$ cat src/rtl/clk_div_n_if.sv
// Control/status bundle for the clk_div_n programmable clock divider.
interface clk_div_n_if #(
    parameter int DIV_W = 8
);
    logic             en;
    logic [DIV_W-1:0] div;
    logic             load;
    logic             clko;
    logic             tick;
    logic             busy;
    logic             running;

    modport master (output en, div, load, input clko, tick, busy, running);
    modport slave  (input en, div, load, output clko, tick, busy, running);
endinterface

$ cat src/rtl/clk_div_n.sv
// Even-ratio clock divider (ratio 2*(div+1)) with glitch-free ratio change and clean stop.
// Optional macro CLK_DIV_N_SYNC_EN adds a 2-flop synchroniser on en.
module clk_div_n #(
    parameter int DIV_W = 8
) (
    input  logic        clk1,
    input  logic        rst,
    clk_div_n_if.slave  bus
);
    // state    | meaning
    // IDLE     | clko held low, counter cleared, staged ratio applied at once
    // RUN      | dividing; ratio changes only at the clko falling boundary
    // STOPPING | en dropped during high phase; finish it, then IDLE
    typedef enum logic [1:0] {IDLE, RUN, STOPPING} state_t;

    localparam logic [DIV_W-1:0] ONE = {{(DIV_W-1){1'b0}}, 1'b1};

    state_t           state, state_nxt;
    logic [DIV_W-1:0] cnt, cnt_nxt;
    logic [DIV_W-1:0] div_act, div_pend;
    logic             pend;
    logic             clko, clko_nxt;
    logic             tick, tick_nxt;
    logic             en_f;
    logic             tc;
    logic             apply;

`ifdef CLK_DIV_N_SYNC_EN
    logic [1:0] en_sync;

    always_ff @(posedge clk1 or posedge rst) begin
        if (rst) en_sync <= 2'b00;
        else     en_sync <= {en_sync[0], bus.en};
    end

    assign en_f = en_sync[1];
`else
    assign en_f = bus.en;
`endif

    assign tc    = (cnt == div_act);
    assign apply = pend && ((state == IDLE) || (tc && clko));

    always_ff @(posedge clk1 or posedge rst) begin
        if (rst) state <= IDLE;
        else     state <= state_nxt;
    end

    always_comb begin
        state_nxt = state;
        cnt_nxt   = cnt;
        clko_nxt  = clko;
        tick_nxt  = 1'b0;
        case (state)
            IDLE: begin
                cnt_nxt  = '0;
                clko_nxt = 1'b0;
                if (en_f) state_nxt = RUN;
            end
            RUN, STOPPING: begin
                // Stopping in the low phase wins over a pending rise: no runt high pulse.
                if (state == RUN && !en_f && !clko) begin
                    state_nxt = IDLE;
                    cnt_nxt   = '0;
                end else begin
                    if (tc) begin
                        cnt_nxt  = '0;
                        clko_nxt = ~clko;
                        tick_nxt = ~clko;
                    end else begin
                        cnt_nxt = cnt + ONE;
                    end
                    if (en_f)    state_nxt = RUN;
                    else if (tc) state_nxt = IDLE;
                    else         state_nxt = STOPPING;
                end
            end
            default: state_nxt = IDLE;
        endcase
    end

    always_ff @(posedge clk1 or posedge rst) begin
        if (rst) begin
            cnt      <= '0;
            clko     <= 1'b0;
            tick     <= 1'b0;
            div_act  <= '0;
            div_pend <= '0;
            pend     <= 1'b0;
        end else begin
            cnt  <= cnt_nxt;
            clko <= clko_nxt;
            tick <= tick_nxt;
            if (apply) div_act <= div_pend;
            // A load coinciding with apply stays staged for the next boundary.
            if (bus.load) begin
                div_pend <= bus.div;
                pend     <= 1'b1;
            end else if (apply) begin
                pend <= 1'b0;
            end
        end
    end

    assign bus.clko    = clko;
    assign bus.tick    = tick;
    assign bus.busy    = pend;
    assign bus.running = (state != IDLE);
endmodule

$ cat src/flat_wrapper.sv
// flat-port wrapper written by rule: the top's interface ports become plain ports
module clk_div_n_flat 
#(
    parameter int DIV_W = 8
)
  (clk1, rst, bus_en, bus_div, bus_load, bus_clko, bus_tick, bus_busy, bus_running);
  clk_div_n_if #(.DIV_W(DIV_W)) bus_i ();
  input  logic clk1;
  input  logic rst;
  input wire logic [$bits(bus_i.en)-1:0] bus_en;
  input wire logic [$bits(bus_i.div)-1:0] bus_div;
  input wire logic [$bits(bus_i.load)-1:0] bus_load;
  output wire logic [$bits(bus_i.clko)-1:0] bus_clko;
  output wire logic [$bits(bus_i.tick)-1:0] bus_tick;
  output wire logic [$bits(bus_i.busy)-1:0] bus_busy;
  output wire logic [$bits(bus_i.running)-1:0] bus_running;
  assign bus_i.en = bus_en;
  assign bus_i.div = bus_div;
  assign bus_i.load = bus_load;
  assign bus_clko = bus_i.clko;
  assign bus_tick = bus_i.tick;
  assign bus_busy = bus_i.busy;
  assign bus_running = bus_i.running;
  clk_div_n #(.DIV_W(DIV_W)) u_core (.clk1(clk1), .rst(rst), .bus(bus_i));
endmodule
$ cat config.mk
export PLATFORM = sky130hd
export DESIGN_NAME = clk_div_n_flat
export DESIGN_NICKNAME = d
export VERILOG_FILES = /design/src/rtl/clk_div_n_if.sv /design/src/rtl/clk_div_n.sv /design/src/flat_wrapper.sv
export SDC_FILE = /design/constraint.sdc
export NUM_CORES = 1
export LEC_CHECK = 0
export ABC_AREA = 1
export CAP_MARGIN = 25
export CORE_MARGIN = 10
export CORE_UTILIZATION = 46
export DETAILED_ROUTE_END_ITERATION = 12
export GPL_TIMING_DRIVEN = 1
export MAX_ROUTING_LAYER = met4
export PLACE_DENSITY = 0.67
export REMOVE_ABC_BUFFERS = 1
export SYNTH_ARGS = -nofsm -noshare
export SYNTH_HDL_FRONTEND = slang
export SYNTH_SLANG_ARGS = --single-unit
$ cat constraint.sdc
create_clock -name clk1 -period 1.7 [get_ports clk1]
set_input_delay 0.425 -clock clk1 [delete_from_list [all_inputs] [get_ports clk1]]
set_output_delay 0.425 -clock clk1 [all_outputs]
set_load 0.01 [all_outputs]
---- Word-level counts from Yosys, hierarchy flattened ----
Index checks and enable logic that the tools add are counted.
W data, S select, Z words.
word-level totals
  logic and storage cells ................. 44
  input port bits ......................... 12
  bits in registers ....................... 29
  output and inout port bits .............. 4
cells by class
  bitwise gates (word level) .............. 1
  equality and inequality tests ........... 6
  reductions and logical operators ........ 13
  add/subtract/negate cells ............... 1
  muxes and demuxes ....................... 16
operators with widths
  kind                   count
  $mux W8                2
  $pmux W8 S2            1
  $add A8 B1 Y8 const B  1
  $eq A8 B8 Y1           1
  $mux W2                4
  $mux W1                7
  $reduce_bool A2 Y1     3
  $logic_and A1 B1 Y1    4
  $ne A2 B2 Y1 const B   2
  $pmux W2 S2            1
  $reduce_and A3 Y1      1
  $eq A2 B1 Y1 const B   1
  $eq A2 B2 Y1 const B   1
  $logic_not A1 Y1       2
  $logic_not A2 Y1       1
  $ne A2 B1 Y1 const B   1
  $pmux W1 S2            1
  $reduce_or A2 Y1       1
  $logic_or A1 B1 Y1     1
  $not A1 Y1             1

---- Depth between registers and ports, before layout ----
Gate-level depths: netlist (run 1).
  depth after elaboration ................. 6
  gate-level depth with buffers ........... 10
  mapped depth without buffers ............ 10

---- Least setup slack after synthesis (run 1) ----
OpenSTA, ideal clock, no wires.
  path kind ............................... register to register
  from .................................... reg u_core.state[0]
  to ...................................... reg u_core.cnt[6]
  arrival ................................. 1.248 ns
  stages on the path, launching flop included .. 7
  required time ........................... 1.580 ns
  buffers on the path ..................... 0
  setup time .............................. 0.120 ns
  slack ................................... 0.333 ns
  period minus slack after synthesis ...... 1.367 ns
  path through ............................ dfrtp_1 > ha_1 > inv_1 > nand4_1 > nor3_1 > xnor2_1 > nor2_1
on the way
  longest elaborated chain between the ends .. 5
  elaborated cells on any way between the ends .. 9
  classes of those cells .................. eq/ne (2); mux (2); reduce/logical (5)
RTL lines
  what                              RTL line                          text
  start: declaration                clk_div_n.sv:18                   state_t state, state_nxt;
  start signal: assignment          clk_div_n.sv:46                   else state <= state_nxt;
  $eq A2 B1 Y1                      clk_div_n.sv:54, clk_div_n.sv:62
  $logic_and A1 B1 Y1 (2 in a row)  clk_div_n.sv:62                   if (state == RUN && !en_f && !clko) begin
  $mux W8                           clk_div_n.sv:62
  $pmux W8 S2                       clk_div_n.sv:54                   case (state)
  end signal: assignment            clk_div_n.sv:91                   cnt <= cnt_nxt;
  end: declaration                  clk_div_n.sv:19                   logic [DIV_W-1:0] cnt, cnt_nxt;
Several ways; a longest one is shown, not always the timed one.
A chain may end at the register's enable or synchronous reset.

---- Worst setup path after layout (run 1) ----
  from .................................... reg u_core.tick, in the netlist u_core.bus.tick
  to ...................................... out bus_tick
RTL lines
  what                      RTL line            text
  start: declaration        clk_div_n.sv:23     logic tick, tick_nxt;
  start signal: assignment  clk_div_n.sv:93     tick <= tick_nxt;
  end: declaration          flat_wrapper.sv:14  output wire logic [$bits(bus_i.tick)-1:0] bus_tick;
No word-level cell between the ends.

==> key figures, run 1 <==
Critical path
  • Crit path arrival time: approximately 1.2 ns
  • RR Endpoint: u_core.cnt[6]
  • Reg2reg path depth: 7
  • CP max stage cell: clkdlybuf4s50_1
  • Max incr delay on CP: 0.53 ns
  • Worst r2r src: u_core.state[0]
  • R2r setup slk: roughly 0.13 ns
  • CP Capture Type: primary output
  • CP Max Fanout: 1
  • Critical-path cell list: clkdlybuf4s50_1
  • Delay-heaviest family, CP: buffers and inverters
  • WP buf/inv: 1
  • Crit Path Category: register to primary output
  • CP required: roughly 1.3 ns
  • Worst Setup Start Kind: register

Cells and area
  • Register Area: 726 um^2
  • ANT cells: 0
  • Commonest cells after routing, fill and taps aside: 71 x nand2_1, 29 x dfrtp_1, 17 x inv_1
  • Most common cell after layout, fill and taps aside: nand2_1
  • Area of the multi-input gates: 611 um^2
  • Final core utilization: a little under three fifths
  • Area Overhead vs Synth: 19.7%
  • Nets@finish: 217
  • Fillers: 279
  • Share of cells above drive strength 1: a little under an eighth

Clock tree
  • Max clock buf depth: 2
  • TritonCTS buffer count: 5
  • Root buffer cell: clkbuf_4
  • Skew-Pair Late Insertion Delay: about 0.33 ns
  • Reg clk slew, reported paths: 0.09 ns
  • H-tree depth: 2
  • TritonCTS clock tree: built
  • Hold-fix buffers, CTS: 0
  • CTS sink count: 29

Synthesis
  • Synth Register Bits: 29
  • Yosys warning total: 0
  • Mux share of post-synthesis cell area: 0%
  • Cell Area, Synth: 1420 um^2
  • Post-synthesis cell count: around 170
  • Proportion of synthesized chip area in sequential cells: 51.0%
  • Post-Synth Adder-Cell Area: 3.52%
  • Synth Area in Compound Gates: 2.81%
  • Avg Cell Area, Syn: 8.18 um^2
  • Simple-gate portion of the synthesized area: 31.0%
  • Post-Synth XOR/XNOR Area: around 5.5%
  • Post-synthesis cell type count: 22
  • Largest family of logic cells by synthesized area: simple AND/OR/NAND/NOR gates

Global routing
  • First-pass GRT wire length: roughly 5.0 mm
  • All-layer global routing usage: 11.8%
  • Number of global-route vias before repair: approximately 1200
  • Largest net degree at the start of global routing: 30
  • Congestion Overflow GR: 0
  • Initial antenna violation count: 0

STA
  • Max frequency: ~0.62 GHz
  • Final Hold Fails: 0
  • Final setup viols: 0
  • Setup TNS: 0 ns
  • Final Max Tran Viols: 0
  • RSZ-0062 raised after global routing: false
  • Worst slew margin: approximately 76%
  • Fin crit share: 94.5%
  • Setup Skew: 0.00345 ns
  • Worst Max-Slew Pin Slew: 0.362 ns
  • Tmin final: 1.61 ns

Placed design
  • HPWL Detailed: 2.19 mm
  • Placer Congestion: around 0.8
  • Port Buf Inserts: 15

Hold path
  • HP Class: input pin to asynchronous set/reset pin

Run status
  • Status: finished clean

Detailed routing
  • First DRT Iteration DRCs: 38
  • Vias: 1153
  • Drt first pass iters: 4
  • Drt drc: 0
  • Post-DRT Antenna Nets: 0
  • Wire length per cell: approximately 12 um
  • DR vias/cell: 4.91
  • Routed WL: ~2.8 mm

Floorplan
  • Die area: 5720 um^2
  • Initial Utilization: around 47%
  • Die H: approximately 76 um
  • Die X: 75.6 um
  • Core area: 3000 um^2
  • Cell Rows: 20
  • I/O Pins: 16

Pwr
  • Max VDD drop: 722 uV
  • Leak: 0.874 nW
  • P per Cell Area: 1410 nW/um^2

Job
  • Max Cap Viol: 0
-- repair_timing --
action / 4_1_cts / 5_1_grt
setup buffers: 1 / 0
setup endpoints to repair: 2 / 2
resized for setup: 4 / 2
-- cells by family after synthesis --
group,after synthesis
AO/OA/AOI/OAI,7
XOR/XNOR,9
adder cells (fa/ha/maj),4
buffers and inverters,22
flip-flops,29
AND/OR/NAND/NOR,103
-- cell usage after synthesis --
cell type  number  area share (%)
inv_2           2            0.53
nor3_1          2            0.70
o211ai_1        1            0.53
clkbuf_1        1            0.26
nand2_2         1            0.44
nor2_2          2            0.88
inv_1          17             4.5
buf_4           1            0.53
o31ai_1         1            0.53
nand3_2         1            0.70
o21ai_0         4             1.4
xor2_1          5             3.1
nand2_4         2             1.6
nand2_1        71              19
a21oi_1         1            0.35
nand4_1         3             1.3
nor2_1          8             2.1
dfrtp_1        29              51
clkinv_1        1            0.26
xnor2_1         4             2.5
nand3_1        13             4.6
ha_1            4             3.5
-- registers in the layout, summed over array words and instances, names as in the netlist --
| name | flops |
|---|---|
| u_core.cnt | 8 |
| u_core.state | 2 |
| u_core.bus.clko | 1 |
| u_core.bus.busy | 1 |
| u_core.bus.tick | 1 |
| u_core.div_pend | 8 |
| u_core.div_act | 8 |
-- area by class of cell --
class,count,share of cell area [%]
Timing Repair Buffer,22,11.7
Clock inverter,2,0.588
Inverter,20,4.41
Sequential cell,29,42.6
Multi-Input combinational cell,123,35.9
Clock buffer,6,2.42
Tap cell,33,2.42
-- report_power, final --
part	total, mW	switching [mW]	internal [mW]
sequential	0.991	0.135	0.856
clock	0.399	0.242	0.157
combinational	1.01	0.599	0.407
-- metrics by stage --
step	instance area, um^2	hold slack (ns)	std cells	setup slack (ns)	power, mW
final	1700	0.453	235	0.0930	2.40
after global routing	1700	0.498	235	0.00158	2.61
after CTS	1710	0.460	235	0.00390	2.43
after detailed placement	1650	0.461	226	0.0566	2.04
after global placement	1650	0.459	226	0.0919	1.97
after floorplan	1410	0.443	172	0.333	1.68
-- worst min-delay path, cell delays in order --
cell and delay, ns:
clkdlybuf4s50_1 0.39, inv_1 0.05, buf_4 0.33
-- worst max-delay path by stage --
stage | start | end | slack (ns) | cells past startpoint
2_1_floorplan | u_core.state[0] | u_core.cnt[6] | 0.33 | 6
3_3_place_gp | u_core.state[1] | bus_running | 0.09 | 4
3_5_place_dp | u_core.state[0] | bus_running | 0.06 | 4
4_1_cts | u_core.state[0] | bus_running | 0.004 | 4
5_1_grt | u_core.state[0] | u_core.cnt[6] | 0.002 | 7
6_report | u_core.bus.tick | bus_tick | 0.09 | 1
-- layer usage --
layer | wire, um | part of all wire (%) | vias to the layer above | GRT usage, %
met2 | 1350 | 49 | 17 | 18.8
met3 | 109 | 3.9 | 6 | 4.95
li1 | - | - | 595 | -
met4 | 48 | 1.7 | 0 | 4.95
met1 | 1270 | 46 | 535 | 12.6
met5 | 0 | 0 | - | -
(Power assumes the default switching activity.)
==> run 2, diff against run 1 <==
- GPL_ROUTABILITY_DRIVEN: default -> 0
==> results of run 2 <==
The final DEF is identical to that of run 1; final timing and power are the same.
==> run 3, diff against run 2 <==
- CORE_ASPECT_RATIO: default -> 1.1
- PLACE_DENSITY: 0.67 -> 0.65
==> key figures, run 3 (same netlist as run 1, synthesis figures left out) <==
Run status
  • Status: finished clean

Clock tree
  • CTS sink count: 29 (unchanged)
  • TritonCTS buffer count: 5 (unchanged)
  • Reg clk slew, reported paths: 0.09 ns (about the same)
  • Max clock buf depth: 2 (unchanged)
  • H-tree depth: 2 (unchanged)
  • TritonCTS clock tree: built
  • Root buffer cell: clkbuf_4
  • Skew-Pair Late Insertion Delay: 0.33 ns (about the same)

STA
  • RSZ-0062 raised after global routing: false
  • Setup TNS: 0 ns (unchanged)
  • Fin crit share: 95.8% (+1.2 points)
  • Final setup viols: 0 (unchanged)
  • Final Hold Fails: 0 (unchanged)
  • Worst slew margin: 76.4% (+0.52 points)
  • Worst Max-Slew Pin Slew: 0.354 ns (-0.00778 ns)
  • Final Max Tran Viols: 0 (unchanged)
  • Setup Skew: 0.00431 ns (+0.000858 ns)
  • Tmin final: 1.63 ns (+0.0210 ns)
  • Max frequency: 0.614 GHz (-1.3%)

Critical path
  • RR Endpoint: u_core.cnt[6]
  • Max incr delay on CP: 0.53 ns (about the same)
  • Worst r2r src: u_core.state[1]
  • Reg2reg path depth: 7 (unchanged)
  • CP max stage cell: clkdlybuf4s50_1
  • Critical-path cell list: clkdlybuf4s50_1
  • Crit path arrival time: 1.20 ns (+0.02 ns)
  • CP Capture Type: primary output
  • WP buf/inv: 1 (unchanged)
  • CP required: 1.27 ns (about the same)
  • Delay-heaviest family, CP: buffers and inverters
  • Crit Path Category: register to primary output
  • CP Max Fanout: 2 (+1)
  • R2r setup slk: 0.16 ns (+0.03 ns)
  • Worst Setup Start Kind: register

Cells and area
  • Fillers: 284 (+1.8%)
  • Nets@finish: 218 (+0.46%)
  • ANT cells: 0 (unchanged)
  • Share of cells above drive strength 1: 12.3% (+0.93 points)
  • Fin cells: 237 (+0.85%)
  • Area Overhead vs Synth: 20.1%
  • Most common cell after layout, fill and taps aside: nand2_1
  • Regs by FF count: u_core.cnt (8), u_core.div_act (8), u_core.div_pend (8)
  • Commonest cells after routing, fill and taps aside: 71 x nand2_1, 29 x dfrtp_1, 16 x inv_1
  • Area of the multi-input gates: 611 um^2 (unchanged)
  • Register Area: 726 um^2 (unchanged)

Placed design
  • HPWL Detailed: 2.05 mm (-6.2%)
  • Port Buf Inserts: 15 (unchanged)
  • Cell Count Post-Placement: 226 (unchanged)

Global routing
  • Initial antenna violation count: 0 (unchanged)
  • Number of global-route vias before repair: 1093 (-7.7%)
  • All-layer global routing usage: 10.5% (-1.3 points)
  • Largest net degree at the start of global routing: 30 (unchanged)
  • Congestion Overflow GR: 0 (unchanged)
  • First-pass GRT wire length: 4.74 mm (-4.7%)

Floorplan
  • Die area: 5720 um^2 (about the same)
  • Initial Utilization: 47.1% (-0.29 points)
  • I/O Pins: 16 (unchanged)
  • Cell Rows: 21 (+5.0%)
  • Die X: 73.0 um (-3.4%)
  • Core area: 3020 um^2 (+0.63%)
  • Die H: 78.3 um (+3.6%)

Detailed routing
  • First DRT Iteration DRCs: 33 (-13%)
  • Vias: 1113 (-3.5%)
  • Routed WL: 2.65 mm (-4.4%)
  • Drt first pass iters: 4 (unchanged)
  • Wire length per cell: 11.2 um (-5.2%)
  • Drt drc: 0 (unchanged)
  • Post-DRT Antenna Nets: 0 (unchanged)
  • DR vias/cell: 4.70 (-4.3%)

Pwr
  • P per Cell Area: 1400 nW/um^2 (-0.24%)
  • Leak: 0.870 nW (-0.42%)
  • Max VDD drop: 868 uV (+20%)

Hold path
  • HP Class: input pin to asynchronous set/reset pin

Job
  • Max Cap Viol: 0 (unchanged)
## run 3: worst max-delay path by stage
stage,startpoint,end,cells after the start
floorplan,u_core.state[0],u_core.cnt[6],6
global placement,u_core.state[0],bus_running,4
detailed placement,u_core.state[0],bus_running,4
CTS,u_core.state[1],bus_running,4
global route,u_core.state[1],u_core.cnt[6],7
finish,u_core.bus.clko,bus_clko,1
## run 3: per-layer routing
layer	vias to the layer above	part of all wire, %	track usage (%)
met4	0	1.6	3.42
met2	22	47	15.7
li1	593	-	-
met1	492	47	12.6
met3	6	4.4	4.15
met5	-	0	-
## run 3: worst min-delay path: cells and delay by family
family,cells,cell delay [ns]
buf+inv,3,0.77
## run 3: what timing repair did
action | 4_1_cts | 5_1_grt
setup endpoints to repair | 3 | 1
cloned | 0 | 0
hold buffers | 0 | 0
resized for setup | 2 | 3
setup buffers | 3 | 0
hold endpoints to repair | 0 | 0
## run 3: per-stage QoR
step	setup WS [ns]	power (mW)	util [%]	cell area (um^2)	hold slack [ns]
floorplan	0.333	1.68	-	1410	0.443
global placement	0.0656	1.96	54.3	1640	0.459
detailed placement	0.0298	2.01	54.3	1640	0.462
CTS	-0.0474	2.43	56.7	1710	0.464
global route	0.0237	2.62	56.6	1710	0.476
finish	0.0719	2.40	56.6	1710	0.454
## run 3: final cells by class
| cell class | count | area share (%) |
|---|---|---|
| Sequential cell | 29 | 42.5 |
| Multi-Input combinational cell | 123 | 35.7 |
| Timing Repair Buffer | 23 | 11.9 |
| Inverter | 20 | 4.39 |
| Tap cell | 34 | 2.49 |
| Clock buffer | 6 | 2.42 |
| Clock inverter | 2 | 0.586 |
## run 3: power breakdown
group	internal, mW	switching, mW	total, mW
clock	0.157	0.232	0.389
combinational	0.421	0.604	1.03
sequential	0.856	0.128	0.984
